--- config.mk ---
export PLATFORM = sky130hd
export DESIGN_NAME = ifu_pf
export DESIGN_NICKNAME = d
export VERILOG_FILES = /design/src/rtl/ifu_pf.sv
export SDC_FILE = /design/constraint.sdc
export NUM_CORES = 1
export LEC_CHECK = 0
export CAP_MARGIN = 10
export CORE_ASPECT_RATIO = 0.7
export CORE_UTILIZATION = 50
export DETAILED_ROUTE_END_ITERATION = 7
export HOLD_SLACK_MARGIN = 0.03
export PLACE_DENSITY = 0.77
export REMOVE_ABC_BUFFERS = 1
export SLEW_MARGIN = 10
export SYNTH_ARGS = -nofsm -noshare
export SYNTH_HDL_FRONTEND = slang
export SYNTH_SLANG_ARGS = --single-unit
--- constraint.sdc ---
create_clock -name clk -period 3.1 [get_ports clk]
set_input_delay 0.31 -clock clk [delete_from_list [all_inputs] [get_ports clk]]
set_output_delay 0.31 -clock clk [all_outputs]
set_load 0.05 [all_outputs]
--- src/rtl/ifu_pf.sv ---
// Prefetching instruction fetch unit: issues sequential fetches ahead of
// execution, buffers in-order responses and drops stale ones after a redirect.
module ifu_pf #(
  parameter int unsigned         ADDR_W   = 32,
  parameter int unsigned         DATA_W   = 32,
  parameter int unsigned         DEPTH    = 4,
  parameter int unsigned         MAX_OS   = 2,
  parameter logic [ADDR_W-1:0]   RST_PC   = '0,
  parameter logic [DATA_W-1:0]   INST_NOP = DATA_W'(32'h0000_006f)
) (
  input  logic              clk,
  input  logic              rst,
  input  logic              redirect_i,
  input  logic [ADDR_W-1:0] redirect_pc_i,
  input  logic              inst_nxt_i,
  output logic [ADDR_W-1:0] pc_o,
  output logic [DATA_W-1:0] inst_o,
  output logic              inst_valid_o,
  output logic              if_req_o,
  output logic [ADDR_W-1:0] if_addr_o,
  input  logic              if_gnt_i,
  input  logic              if_ack_i,
  input  logic [DATA_W-1:0] if_data_i
);

  localparam int unsigned PTR_W = (DEPTH > 1) ? $clog2(DEPTH) : 1;
  localparam int unsigned CNT_W = $clog2(DEPTH + 1);
  localparam int unsigned OS_W  = $clog2(MAX_OS + 1);

  logic [ADDR_W-1:0] fetch_pc_q, fetch_pc_d;
  logic [ADDR_W-1:0] exp_pc_q, exp_pc_d;
  logic [OS_W-1:0]   os_cnt_q, os_cnt_d;
  logic [OS_W-1:0]   disc_cnt_q, disc_cnt_d;
  logic [CNT_W-1:0]  cnt_q, cnt_d;
  logic [PTR_W-1:0]  rd_ptr_q, rd_ptr_d;
  logic [PTR_W-1:0]  wr_ptr_q, wr_ptr_d;
  logic [DATA_W-1:0] mem_q [DEPTH];
  logic [DATA_W-1:0] mem_d [DEPTH];

  logic [ADDR_W-1:0] redir_pc;
  logic [CNT_W:0]    credit_sum;
  logic              grant, push, pop;

  assign redir_pc   = redirect_pc_i & ~ADDR_W'(3);
  // In-flight plus buffered entries never exceed the buffer, so a push always has room.
  assign credit_sum = (CNT_W+1)'(os_cnt_q) + (CNT_W+1)'(cnt_q);

  assign if_req_o     = !rst && !redirect_i && (os_cnt_q < OS_W'(MAX_OS)) &&
                        (credit_sum < (CNT_W+1)'(DEPTH));
  assign if_addr_o    = fetch_pc_q;
  assign inst_valid_o = (cnt_q != '0);
  assign inst_o       = inst_valid_o ? mem_q[rd_ptr_q] : INST_NOP;
  assign pc_o         = exp_pc_q;

  assign grant = if_req_o && if_gnt_i;
  assign push  = if_ack_i && (disc_cnt_q == '0);
  assign pop   = inst_nxt_i && inst_valid_o;

  always_comb begin
    fetch_pc_d = fetch_pc_q;
    exp_pc_d   = exp_pc_q;
    os_cnt_d   = os_cnt_q;
    disc_cnt_d = disc_cnt_q;
    cnt_d      = cnt_q;
    rd_ptr_d   = rd_ptr_q;
    wr_ptr_d   = wr_ptr_q;
    mem_d      = mem_q;
    if (redirect_i) begin
      // Everything still in flight (minus an ack landing now) becomes stale.
      fetch_pc_d = redir_pc;
      exp_pc_d   = redir_pc;
      os_cnt_d   = os_cnt_q - OS_W'(if_ack_i);
      disc_cnt_d = os_cnt_q - OS_W'(if_ack_i);
      cnt_d      = '0;
      rd_ptr_d   = '0;
      wr_ptr_d   = '0;
    end else begin
      if (grant) fetch_pc_d = fetch_pc_q + ADDR_W'(4);
      case ({grant, if_ack_i})
        2'b10:   os_cnt_d = os_cnt_q + OS_W'(1);
        2'b01:   os_cnt_d = os_cnt_q - OS_W'(1);
        default: os_cnt_d = os_cnt_q;
      endcase
      if (if_ack_i && (disc_cnt_q != '0)) disc_cnt_d = disc_cnt_q - OS_W'(1);
      if (push) begin
        mem_d[wr_ptr_q] = if_data_i;
        wr_ptr_d        = wr_ptr_q + PTR_W'(1);
      end
      if (pop) begin
        rd_ptr_d = rd_ptr_q + PTR_W'(1);
        exp_pc_d = exp_pc_q + ADDR_W'(4);
      end
      cnt_d = cnt_q + CNT_W'(push) - CNT_W'(pop);
    end
  end

  always_ff @(posedge clk) begin
    if (rst) begin
      fetch_pc_q <= RST_PC;
      exp_pc_q   <= RST_PC;
      os_cnt_q   <= '0;
      disc_cnt_q <= '0;
      cnt_q      <= '0;
      rd_ptr_q   <= '0;
      wr_ptr_q   <= '0;
    end else begin
      fetch_pc_q <= fetch_pc_d;
      exp_pc_q   <= exp_pc_d;
      os_cnt_q   <= os_cnt_d;
      disc_cnt_q <= disc_cnt_d;
      cnt_q      <= cnt_d;
      rd_ptr_q   <= rd_ptr_d;
      wr_ptr_q   <= wr_ptr_d;
    end
  end

  // Buffer storage needs no reset; cnt_q gates visibility.
  always_ff @(posedge clk) begin
    mem_q <= mem_d;
  end

endmodule
=== Word-level counts from Yosys, hierarchy flattened ===
Index checks and enable logic that the tools add are counted.

* Output and inout bits: 98
* Logic and storage cells: 68
* Flip-flop bits (word level): 203

* Add/sub/neg operators: 11
* Bitwise gates (word level): 3
* Magnitude comparators: 5
* Equal/unequal tests: 2
* Muxes and demuxes: 15
* Reductions and logical operators: 19

{| class="wikitable"
|+ Operators with widths
! cell !! count
|-
| 32-bit 2-to-1 mux || 8
|-
| 128-bit bitwise mux || 1
|-
| 32-bit by 3-bit adder with 32-bit output (second input constant) || 2
|-
| 32-bit binary-select mux with 2-bit select || 1
|-
| 32-bit demux with 2-bit select || 1
|-
| 1-bit logical AND || 8
|-
| 2-bit nonzero test || 4
|-
| 2-bit by 1-bit adder with 2-bit output (second input constant) || 3
|-
| 3-bit greater-or-equal comparator (second input constant) || 2
|-
| 2-bit 2-to-1 mux || 3
|-
| 2-bit NOT with 3-bit output || 2
|-
| 3-bit nonzero test || 2
|-
| 2-bit by 3-bit adder with 4-bit output || 1
|-
| 4-bit by 3-bit < comparator with 1-bit output (second input constant) || 1
|-
| 2-bit one-hot mux with 2 select lines || 1
|-
| 2-bit by 1-bit subtractor with 2-bit output (second input constant) || 2
|-
| 3-bit by 1-bit adder with 3-bit output || 1
|-
| 3-bit by 1-bit < comparator with 1-bit output (second input constant) || 1
|-
| 3-bit by 1-bit subtractor with 3-bit output || 1
|-
| 2-bit by 1-bit == test with 1-bit output (second input constant) || 1
|-
| 2-bit == test (second input constant) || 1
|-
| 1-bit logical NOT || 2
|-
| 2-bit logical NOT || 1
|-
| 2-bit < comparator (second input constant) || 1
|-
| other kinds (4) || 4
|}

=== Logic depth before layout (Yosys ltp) ===
* Depth after elaboration: 8
* Gate-level depth with buffers: 11
* Depth with buffers taken out: 11

=== Least setup slack after synthesis ===
OpenSTA, ideal clock, no wires.

* Kind: flip-flop to output port
* Start: reg os_cnt_q[1]
* End: out if_req_o
* Stages on the path, launching flop included: 4
* Setup slack: 631 ps
* Data arrival time: 2159 ps
* Buffers on the path: 0
* Cell sequence: dfxtp_1 > ha_1 > a311oi_2 > nor3b_1

* Word-level cells in the longest chain between the ends: 3
* Elaborated cells between the ends (all ways): 5
* Classes of those cells: 1 x add/sub; 2 x order compare; 2 x reduce/logical

{| class="wikitable"
|+ RTL lines
! what !! RTL line !! source
|-
| start, declared || 32 || <nowiki>logic [OS_W-1:0] os_cnt_q, os_cnt_d;</nowiki>
|-
| start signal, assigned || 109 || <nowiki>os_cnt_q <= os_cnt_d;</nowiki>
|-
| 2-bit by 3-bit adder with 4-bit output / 2-bit < comparator (equally long branches) || 46, 48 ||
|-
| 4-bit by 3-bit < comparator with 1-bit output / 1-bit logical AND (equally long branches) || 49, 48 ||
|-
| 1-bit logical AND (*) || 48 || <nowiki>assign if_req_o = !rst && !redirect_i && (os_cnt_q < OS_W'(MAX_OS)) &&</nowiki>
|-
| end, declared || 19 || <nowiki>output logic if_req_o,</nowiki>
|}

Mark *: on every way between the ends. The rest lies on a longest branch, timed or not.

=== Worst setup path in the final report ===
* Start: reg rd_ptr_q[1]
* End: out inst_o[9]

* Word-level cells in the longest chain between the ends: 5

{| class="wikitable"
|+ RTL lines
! what !! RTL line !! source
|-
| start, declared || 35 || <nowiki>logic [PTR_W-1:0] rd_ptr_q, rd_ptr_d;</nowiki>
|-
| start signal, assigned || 112 || <nowiki>rd_ptr_q <= rd_ptr_d;</nowiki>
|-
| 2-bit NOT with 3-bit output (implied by the code) || 52 || <nowiki>assign inst_o = inst_valid_o ? mem_q[rd_ptr_q] : INST_NOP;</nowiki>
|-
| 32-bit binary-select mux with 2-bit select || 52 ||
|-
| 32-bit 2-to-1 mux (implied by the code) (2 in series) || 52 ||
|-
| 32-bit 2-to-1 mux || 52 ||
|-
| end, declared || 17 || <nowiki>output logic [DATA_W-1:0] inst_o,</nowiki>
|}

No other way between the ends. The select of a mux whose other input is x is not followed.

==> flow_summary.yaml <==
drt:
  drt-initial-drc-count: 718
  wl_met3_mm: 1.29
  num_vias: 6510
  wl_met2_mm: 10.4
  wire_per_inst_um: 19.5
  vias_per_cell: 5.82
  top_layer_used: "met4"
  detail-route-antenna-nets: 0
  drcViolationCount: 0
  wl_met1_mm: 9.88
  wl_mm: 21.8
  drt-pass1-iter-count: 5
die:
  start_util: 0.518
  die_width_um: 163
  die_h_um: 114
  core_region_area_mm2: 0.0174
  fp.dieArea_mm2: 0.0186
  ios: 168
  rows: 40
clock_tree:
  clock_tree.buffer_depth: 2
  path_clk_slew_ns: 0.06
  cts_tree: "done"
  post_cts_resized: 0
  clkSinkCount: 199
  ctsHoldBuffers: 0
  postCtsSetupBuffers: 0
  htreeDepth: 4
  cts_made_buffers: 17
  cts_root_buf: "clkbuf_16"
  worstSkewPairLatency_ns: 0.43
final_layout:
  finalNetCount: 956
  mostFrequentLayoutCells: "159 x clkdlybuf4s50_1, 128 x edfxtp_1, 69 x dfxtp_1"
  fin_cells: 1118
  drive_gt1_frac: 0.130
  final_area_mm2: 0.0115
  area.growth.synth_to_final_pct: 27.9
  final_common_cell: "clkdlybuf4s50_1"
status:
  status: "finished, final reports clean"
worst_setup_path:
  crit_fanout: 17
  crit_path_start: "rd_ptr_q[1]"
  cp-start-kind: "flop"
  slowest_delay_ns: 0.71
  crit_type: "reg -> out"
  reg2reg_from: "os_cnt_q[1]"
  end_kind: "output pin"
  worst_path_max_delay_cell: "clkdlybuf4s50_1"
  worstPathRequired_ns: 2.79
  path_buf_inv: 2
  crit_family: "buffers and inverters"
  path_cells: "buf_4, mux4_2, and2_1, clkdlybuf4s50_1"
  arrival_ns: 2.58
timing:
  fin_skew_ns: 0.0141
  hold_viol_final: 0
  worst_pin_slew_ns: 0.671
  maxSlewHeadroom: 0.553
  setup_tns_ns: 0
  rsz0062_at_grt: "no"
  fin_crit_ns: 2.89
  fmax_mhz: 346
  slew_viol_final: 0
  whs_ns: 0.343
  period_share: 0.932
  setup_violations: 0
placement:
  place_congestion: 0.878
  placed_area_mm2: 0.0110
  dp_cells: 1086
  port_buffers: 161
  hpwl_mm: 15.0
global_route:
  grt_max_degree: 60
  grt_pass1_wl_mm: 34.2
  antenna_found_initial: 1
  grt_pass1_vias: 6431
  grtUsageTotal: 0.242
  overflow: 0
yosys:
  yosys_warnings: 0
  synthesis.area_mm2: 0.00902
  synth_ff_type: "edfxtp_1"
  synth_cell_types: 70
  synth.avg_cell_area_um2: 12.6
  ys_seq_area_frac: 0.584
  syn_inst: 714
  ys_ff_latch: 199
  synth_edf_count: 128
  async_reset_ff_frac: 0
worst_hold_path:
  hp-start: "rst"
  min_path_type: "in -> reg"
power:
  ir_drop_v: 0.000401
  leakage_nw: 3.78
  power.density_mw_per_mm2: 543
job:
  cap_violations: 0
[logic make-up after synthesis]
| kind of cell | count (synthesis) | share of synthesized area |
|---|---|---|
| buffers and inverters | 70 | 0.0330 |
| XOR/XNOR | 39 | 0.0379 |
| multiplexers | 41 | 0.0906 |
| AND/OR/NAND/NOR | 250 | 0.158 |
| flip-flops | 199 | 0.584 |
| other | 1 | 0.000416 |
| AO/OA/AOI/OAI | 102 | 0.0791 |
| adder cells (fa/ha/maj) | 12 | 0.0175 |
[Yosys cell counts, types with 8 or more instances]
cell | count | share of area
dfxtp_1 | 71 | 0.16
ha_1 | 11 | 0.015
o21ai_0 | 9 | 0.0050
nand3_1 | 32 | 0.018
a21oi_1 | 23 | 0.013
clkbuf_1 | 25 | 0.010
inv_1 | 26 | 0.011
a211oi_1 | 13 | 0.011
edfxtp_1 | 128 | 0.43
nor3_1 | 19 | 0.011
mux4_2 | 32 | 0.080
and2_1 | 40 | 0.028
nand2_1 | 48 | 0.020
nand4_1 | 12 | 0.0083
xnor2_1 | 32 | 0.031
nor2_1 | 35 | 0.015
a21boi_0 | 11 | 0.0092
or3_1 | 8 | 0.0055
nor4_1 | 8 | 0.0055
a31oi_1 | 8 | 0.0055
and4_1 | 8 | 0.0078
[stage by stage]
stage	utilization	setup WS (ns)	power [mW]
2_1_floorplan	-	0.251	3.71
3_3_place_gp	0.630	0.613	4.14
3_5_place_dp	0.630	0.557	4.17
5_1_grt	0.662	0.0671	6.48
6_report	0.663	0.210	6.27
4_1_cts	0.662	0.179	6.31
[layer usage]
| layer | vias up | GRT usage |
|---|---|---|
| li1 | 3005 | - |
| met1 | 3246 | 0.342 |
| met2 | 232 | 0.386 |
| met3 | 27 | 0.0438 |
| met4 | 0 | 0.0673 |
| met5 | - | 0 |
[report_power, final]
group	internal, mW	switching [mW]	leakage [nW]
Sequential	2.91	0.0981	1.75
Clock	1.13	1.02	0.274
Combinational	0.429	0.681	1.76
[cell type report]
type                            instances  area [µm²]
Clock buffer                           17         425
Tap cell                              231         289
Sequential cell                       199        5270
Timing Repair Buffer                  180        1830
Inverter                               28         105
Clock inverter                         14         140
Multi-Input combinational cell        448        3470
Fill cell                            1289        5880
Antenna cell                            1        2.50
[final timing paths]
| kind | slack, ns | endpoint | cells after the start |
|---|---|---|---|
| worst max-delay path | 0.21 | inst_o[9] | 4 |
| worst min-delay path | 0.34 | cnt_q[0] | 3 |
| worst max register to register | 0.62 | if_addr_o[27] | 7 |
| worst min register to register | 0.53 | if_addr_o[18] | 2 |
[tightest hold or removal path, stage by stage]
cell and delay (ns):
buf_2 0.11, nor2_1 0.11, and2_1 0.18
[state kept, by name, indices dropped and copies added (netlist names)]
signal / cells
mem_q: 128
if_addr_o: 30
os_cnt_q: 2
disc_cnt_q: 2
wr_ptr_q: 2
rd_ptr_q: 2
cnt_q: 3
pc_o: 30
(Power assumes the default switching activity.)
==> edit 1: new RTL, same settings <==
The parameter `ADDR_W` goes from 32 to 40.
--- a/src/rtl/ifu_pf.sv
+++ b/src/rtl/ifu_pf.sv
@@ -3,3 +3,3 @@
 module ifu_pf #(
-  parameter int unsigned         ADDR_W   = 32,
+  parameter int unsigned         ADDR_W   = 40,
   parameter int unsigned         DATA_W   = 32,
Ports: changed (resized if_addr_o, pc_o and redirect_pc_i); port bits go from 168 to 192. No check against the original RTL was run, so the function may have changed too.
==> edit 1 against the original RTL <==
  * Cell count is 16% higher
  * Power grew 12%
  * Critical endpoint is now inst_o[20]
  * Critical path type unchanged
  * Combinational power is 8% higher
  * Sequential power up 8.0%
  * Setup slack improved by 0.15 ns
  * Routed wire length grew 11%
  * Sequential cell count increased by 16
  * Final area up 9.7%
  * Worst hold slack got worse by 0.072 ns
  * Die area rose by 9.7%
  * Area after synthesis rose by 9.8%
  * Largest cell class unchanged
  * Core utilization is 0.054 points lower
  * Synthesized cell count up 18%
==> edit 1: results (changes against the original RTL) <==
layout cell share with drive strength beyond 1 = 0.1409 (was 0.1298)
Synth Warn # = 0 (unchanged)
root buffer cell = clkbuf_16 (unchanged)
routed vias = 7531 (was 6510)
initial antenna violation count = 0 (was 1)
pre-CTS setup slack = 0.5009 ns (was 0.5574 ns)
WL/cell = 18.62 µm (was 19.54 µm)
GPL Wtd Cong = 0.8607 (was 0.8784)
setup TNS = 0 ns (unchanged)
Post-CTS Resized = 0 (unchanged)
setup bufs post-CTS = 0 (unchanged)
first-pass GRT wire length = 37580 µm (was 34230 µm)
clock skew = 0.01403 ns (was 0.01408 ns)
EDFF count, synth = 128 (unchanged)
H-Tree Level Count = 1 (was 4)
Pre-Repair DR Iteration Count = 5 (unchanged)
Leak = 4.303 nW (was 3.784 nW)
synthesized area per cell = 11.78 µm² (was 12.63 µm²)
clock-pin slew on the worst setup and hold paths = 0.06 ns (about the same)
max reg flops = 128 (unchanged)
HPWL after DPL = 16050 µm (was 15030 µm)
Port Buf Inserts = 185 (was 161)
top post-synthesis cells by count = 128 x edfxtp_1, 87 x dfxtp_1, 55 x nand2_1 (was 128 x edfxtp_1, 71 x dfxtp_1, 48 x nand2_1)
vias in the first global route = 7010 (was 6431)
Post-DP Area = 0.01197 mm² (was 0.01097 mm²)
ant diodes = 0 (was 1)
ranking of synthesized cells by area = edfxtp_1 39%, dfxtp_1 18%, mux4_2 7.3%, xnor2_1 3.0%, and2_1 2.3% (was edfxtp_1 43%, dfxtp_1 16%, mux4_2 8.0%, xnor2_1 3.1%, and2_1 2.8%)
placed insts = 1262 (was 1086)
worst-skew pair later-pin latency = 0.50 ns (was 0.43 ns)
Pwr per Cell Area = 553.9 mW/mm² (was 543.4 mW/mm²)
Worst-Margin Slew = 0.8724 ns (was 0.6705 ns)
Post-synth ARST share = 0 (unchanged)
Iteration-0 DRC Markers = 747 (was 718)
Post-DRT Antenna Nets = 0 (unchanged)
Post-Route WL = 24200 µm (was 21840 µm)
CP arrival = 2.43 ns (was 2.58 ns)
P_sw = 1.931 mW (was 1.802 mW)
sequential area share after synthesis = 0.5638 (was 0.5836)
critical path fanouts, max = 18 (was 17)
top_reg_cell synth = edfxtp_1 (unchanged)
Filler cells = 1432 (was 1289)
Clock Tree Buf Depth = 3 (was 2)
Distinct cells, synth = 62 (was 70)
GRT Util Overall = 0.2367 (was 0.2422)
Peak VDD IR = 0.4194 mV (was 0.4015 mV)
# nets final = 1111 (was 956)
outcome = finished clean (unchanged)
largest reg by FF count = mem_q (unchanged)
top-area cell type share of the netlist area = 0.3880 (was 0.4261)
TritonCTS Buffers = 21 (was 17)
largest net degree at the start of global routing = 83 (was 60)
Tightest Hold Check Type = in2reg (unchanged)
sequential share of power = 0.463 (was 0.480)
clk pwr = 2.57 mW (was 2.15 mW)
edit 1: final timing paths:
| kind | start | to | slack [ns] | depth (start not counted) |
|---|---|---|---|---|
| min reg2reg | wr_ptr_q[1]$_SDFFE_PP0N_ | wr_ptr_q[1]$_SDFFE_PP0N_ | 0.51 | 2 |
| min | rst | cnt_q[1]$_SDFF_PP0_ | 0.27 | 3 |
| max | rd_ptr_q[0]$_SDFFE_PP0P_ | inst_o[20] | 0.36 | 4 |
| max reg2reg | os_cnt_q[1]$_SDFFE_PP0P_ | if_addr_o[9]$_SDFFE_PP0P_ | 0.68 | 7 |
edit 1: cell type report:
type                       instances  area [µm²]  area share
multi-input combinational        546        3985      0.3147
timing repair buffer             208        1957      0.1545
clock inverter                    15       161.4     0.01275
sequential                       215        5587      0.4412
tap                              264       330.3     0.02609
inverter                          29       108.9    0.008597
clock buffer                      23       533.0     0.04209
edit 1: layer usage:
metal / vias up / track usage / routed length (µm)
met5: - / 0 / 0
met4: 0 / 0.05405 / 439
met3: 38 / 0.04485 / 1967
met2: 321 / 0.3678 / 10920
met1: 3641 / 0.3446 / 10870
li1: 3531 / - / -
edit 1: critical path, stage by stage, from the launching register on:
cell	delay [ns]
dfxtp_2	0.76
buf_4	0.29
mux4_2	0.50
and2_1	0.18
buf_4	0.19
edit 1: cells by family after synthesis:
| logic type | after synthesis | share of synthesized area |
|---|---|---|
| other | 1 | 0.0003786 |
| AOI/OAI and AO/OA | 129 | 0.08829 |
| DFF | 215 | 0.5639 |
| buffers and inverters | 83 | 0.03499 |
| muxes | 43 | 0.08412 |
| and+or+nand+nor | 318 | 0.1771 |
| adders and majority gates | 12 | 0.01591 |
| xor gates and xnor gates | 40 | 0.03537 |
==> edit 2: new RTL, same flow settings <==
Without the edit above. Make the reset (`rst`) asynchronous in one clocked block.
--- a/src/rtl/ifu_pf.sv
+++ b/src/rtl/ifu_pf.sv
@@ -96,3 +96,3 @@
 
-  always_ff @(posedge clk) begin
+  always_ff @(posedge clk or posedge rst) begin
     if (rst) begin
Check against the original RTL: differs if rst is asserted again (counterexample within 4 cycles, from zero or initial values and one cycle with rst high); with rst held inactive, the same outputs for 4 cycles.
==> edit 2 against the original RTL <==
  * Routed wire length shrank 2.3%
  * Cell count decreased by 3.6%
  * Area after synthesis increased by 0.33%
  * Sequential cell count did not move
  * Final area decreased by 0.37%
  * Setup slack lost 0.045 ns
  * Worst hold slack got worse by 0.058 ns
  * Highest routed layer unchanged
Power is not compared: it rests on default switching activity, and its combinational part moved more than twofold at a synthesized area within 25%.
==> edit 2: results (changes against the original RTL) <==
outcome = finished clean (unchanged)
GPL Wtd Cong = 0.8866 (was 0.8784)
top post-synthesis cells by count = 128 x edfxtp_1, 71 x dfrtp_1, 58 x nand2_1 (was 128 x edfxtp_1, 71 x dfxtp_1, 48 x nand2_1)
Worst R2R Start = cnt_q[1]$_DFF_PP0_ (was os_cnt_q[1]$_SDFFE_PP0P_)
max reg flops = 128 (unchanged)
Worst-Margin Slew = 1.009 ns (was 0.6705 ns)
GRT Util Overall = 0.2392 (was 0.2422)
Clock Tree Buf Depth = 2 (unchanged)
placed insts = 1046 (was 1086)
HPWL after DPL = 15130 µm (was 15030 µm)
Hold Path Cell Cnt = 2 (was 3)
slack of the worst reg-to-reg path = 0.42 ns (was 0.62 ns)
CP arrival = 2.62 ns (was 2.58 ns)
ant diodes = 0 (was 1)
R2R depth = 6 (was 7)
Iteration-0 DRC Markers = 701 (was 718)
Synth Area in Compound Gates = 0.05377 (was 0.07906)
Filler cells = 1276 (was 1289)
mux contribution to synthesized area = 0.09566 (was 0.09057)
hold_sp = redirect_i (was rst)
Synth Area in Adders = 0.01742 (was 0.01748)
first-pass GRT wire length = 33550 µm (was 34230 µm)
initial antenna violation count = 0 (was 1)
Gate Count Post-Synth = 661 (was 714)
Post-DP Area = 0.01091 mm² (was 0.01097 mm²)
sequential area share after synthesis = 0.6210 (was 0.5836)
ranking of synthesized cells by area = edfxtp_1 42%, dfrtp_1 20%, mux4_2 8.0%, nand2_1 2.4%, and2_1 2.3% (was edfxtp_1 43%, dfxtp_1 16%, mux4_2 8.0%, xnor2_1 3.1%, and2_1 2.8%)
final cell count without fillers = 1078 (was 1118)
layout cell share with drive strength beyond 1 = 0.1818 (was 0.1298)
# nets final = 916 (was 956)
XOR/XNOR Fraction of Synth Area = 0.04064 (was 0.03786)
Min Hold Slack = 0.2850 ns (was 0.3426 ns)
Pre-Repair DR Iteration Count = 6 (was 5)
r2r endpoint = if_addr_o[14]$_DFFE_PP0P_ (was if_addr_o[27]$_SDFFE_PP0P_)
critical path fanouts, max = 15 (was 17)
pre-CTS setup slack = 0.4836 ns (was 0.5574 ns)
Post-synth ARST share = 0.3568 (was 0)
clock skew = 0.01281 ns (was 0.01408 ns)
crit path from = rd_ptr_q[0]$_DFFE_PP0N_ (was rd_ptr_q[1]$_SDFFE_PP0P_)
hold path endpoint = cnt_q[2]$_DFF_PP0_ (was cnt_q[0]$_SDFF_PP0_)
routed vias = 6238 (was 6510)
Distinct cells, synth = 59 (was 70)
Setup crit end = inst_o[0] (was inst_o[9])
largest net degree at the start of global routing = 72 (was 60)
Leak = 4.169 nW
min Tclk post-route = 2.935 ns (was 2.890 ns)
==> edit 2: layout make-up <==
cell class	count	area [µm²]	area share
Inverter	17	63.81	0.005551
Timing Repair Buffer	182	1707	0.1485
Sequential cell	199	5624	0.4892
Clock inverter	14	152.6	0.01328
Multi-Input combinational cell	417	3231	0.2810
Clock buffer	18	429.2	0.03733
Tap cell	231	289.0	0.02514
==> edit 2: what timing repair did <==
| action | in CTS | in global routing |
|---|---|---|
| hold buffers | 0 | 0 |
| endpoints found under the setup margin | 0 | 1 |
| gates resized for setup | 0 | 1 |
==> edit 2: per-layer routing <==
metal	GRT usage	routed length (µm)	vias up
met1	0.3338	9358	3121
met3	0.04564	1333	34
met5	0	0	-
li1	-	-	2822
met4	0.06604	289	0
met2	0.3858	10370	261
==> edit 2: worst max-delay path, cell delays in order, from the launching register on <==
cell and delay (ns):
dfrtp_4 0.61, mux4_2 0.57, or2_2 0.29, clkdlybuf4s50_1 0.72
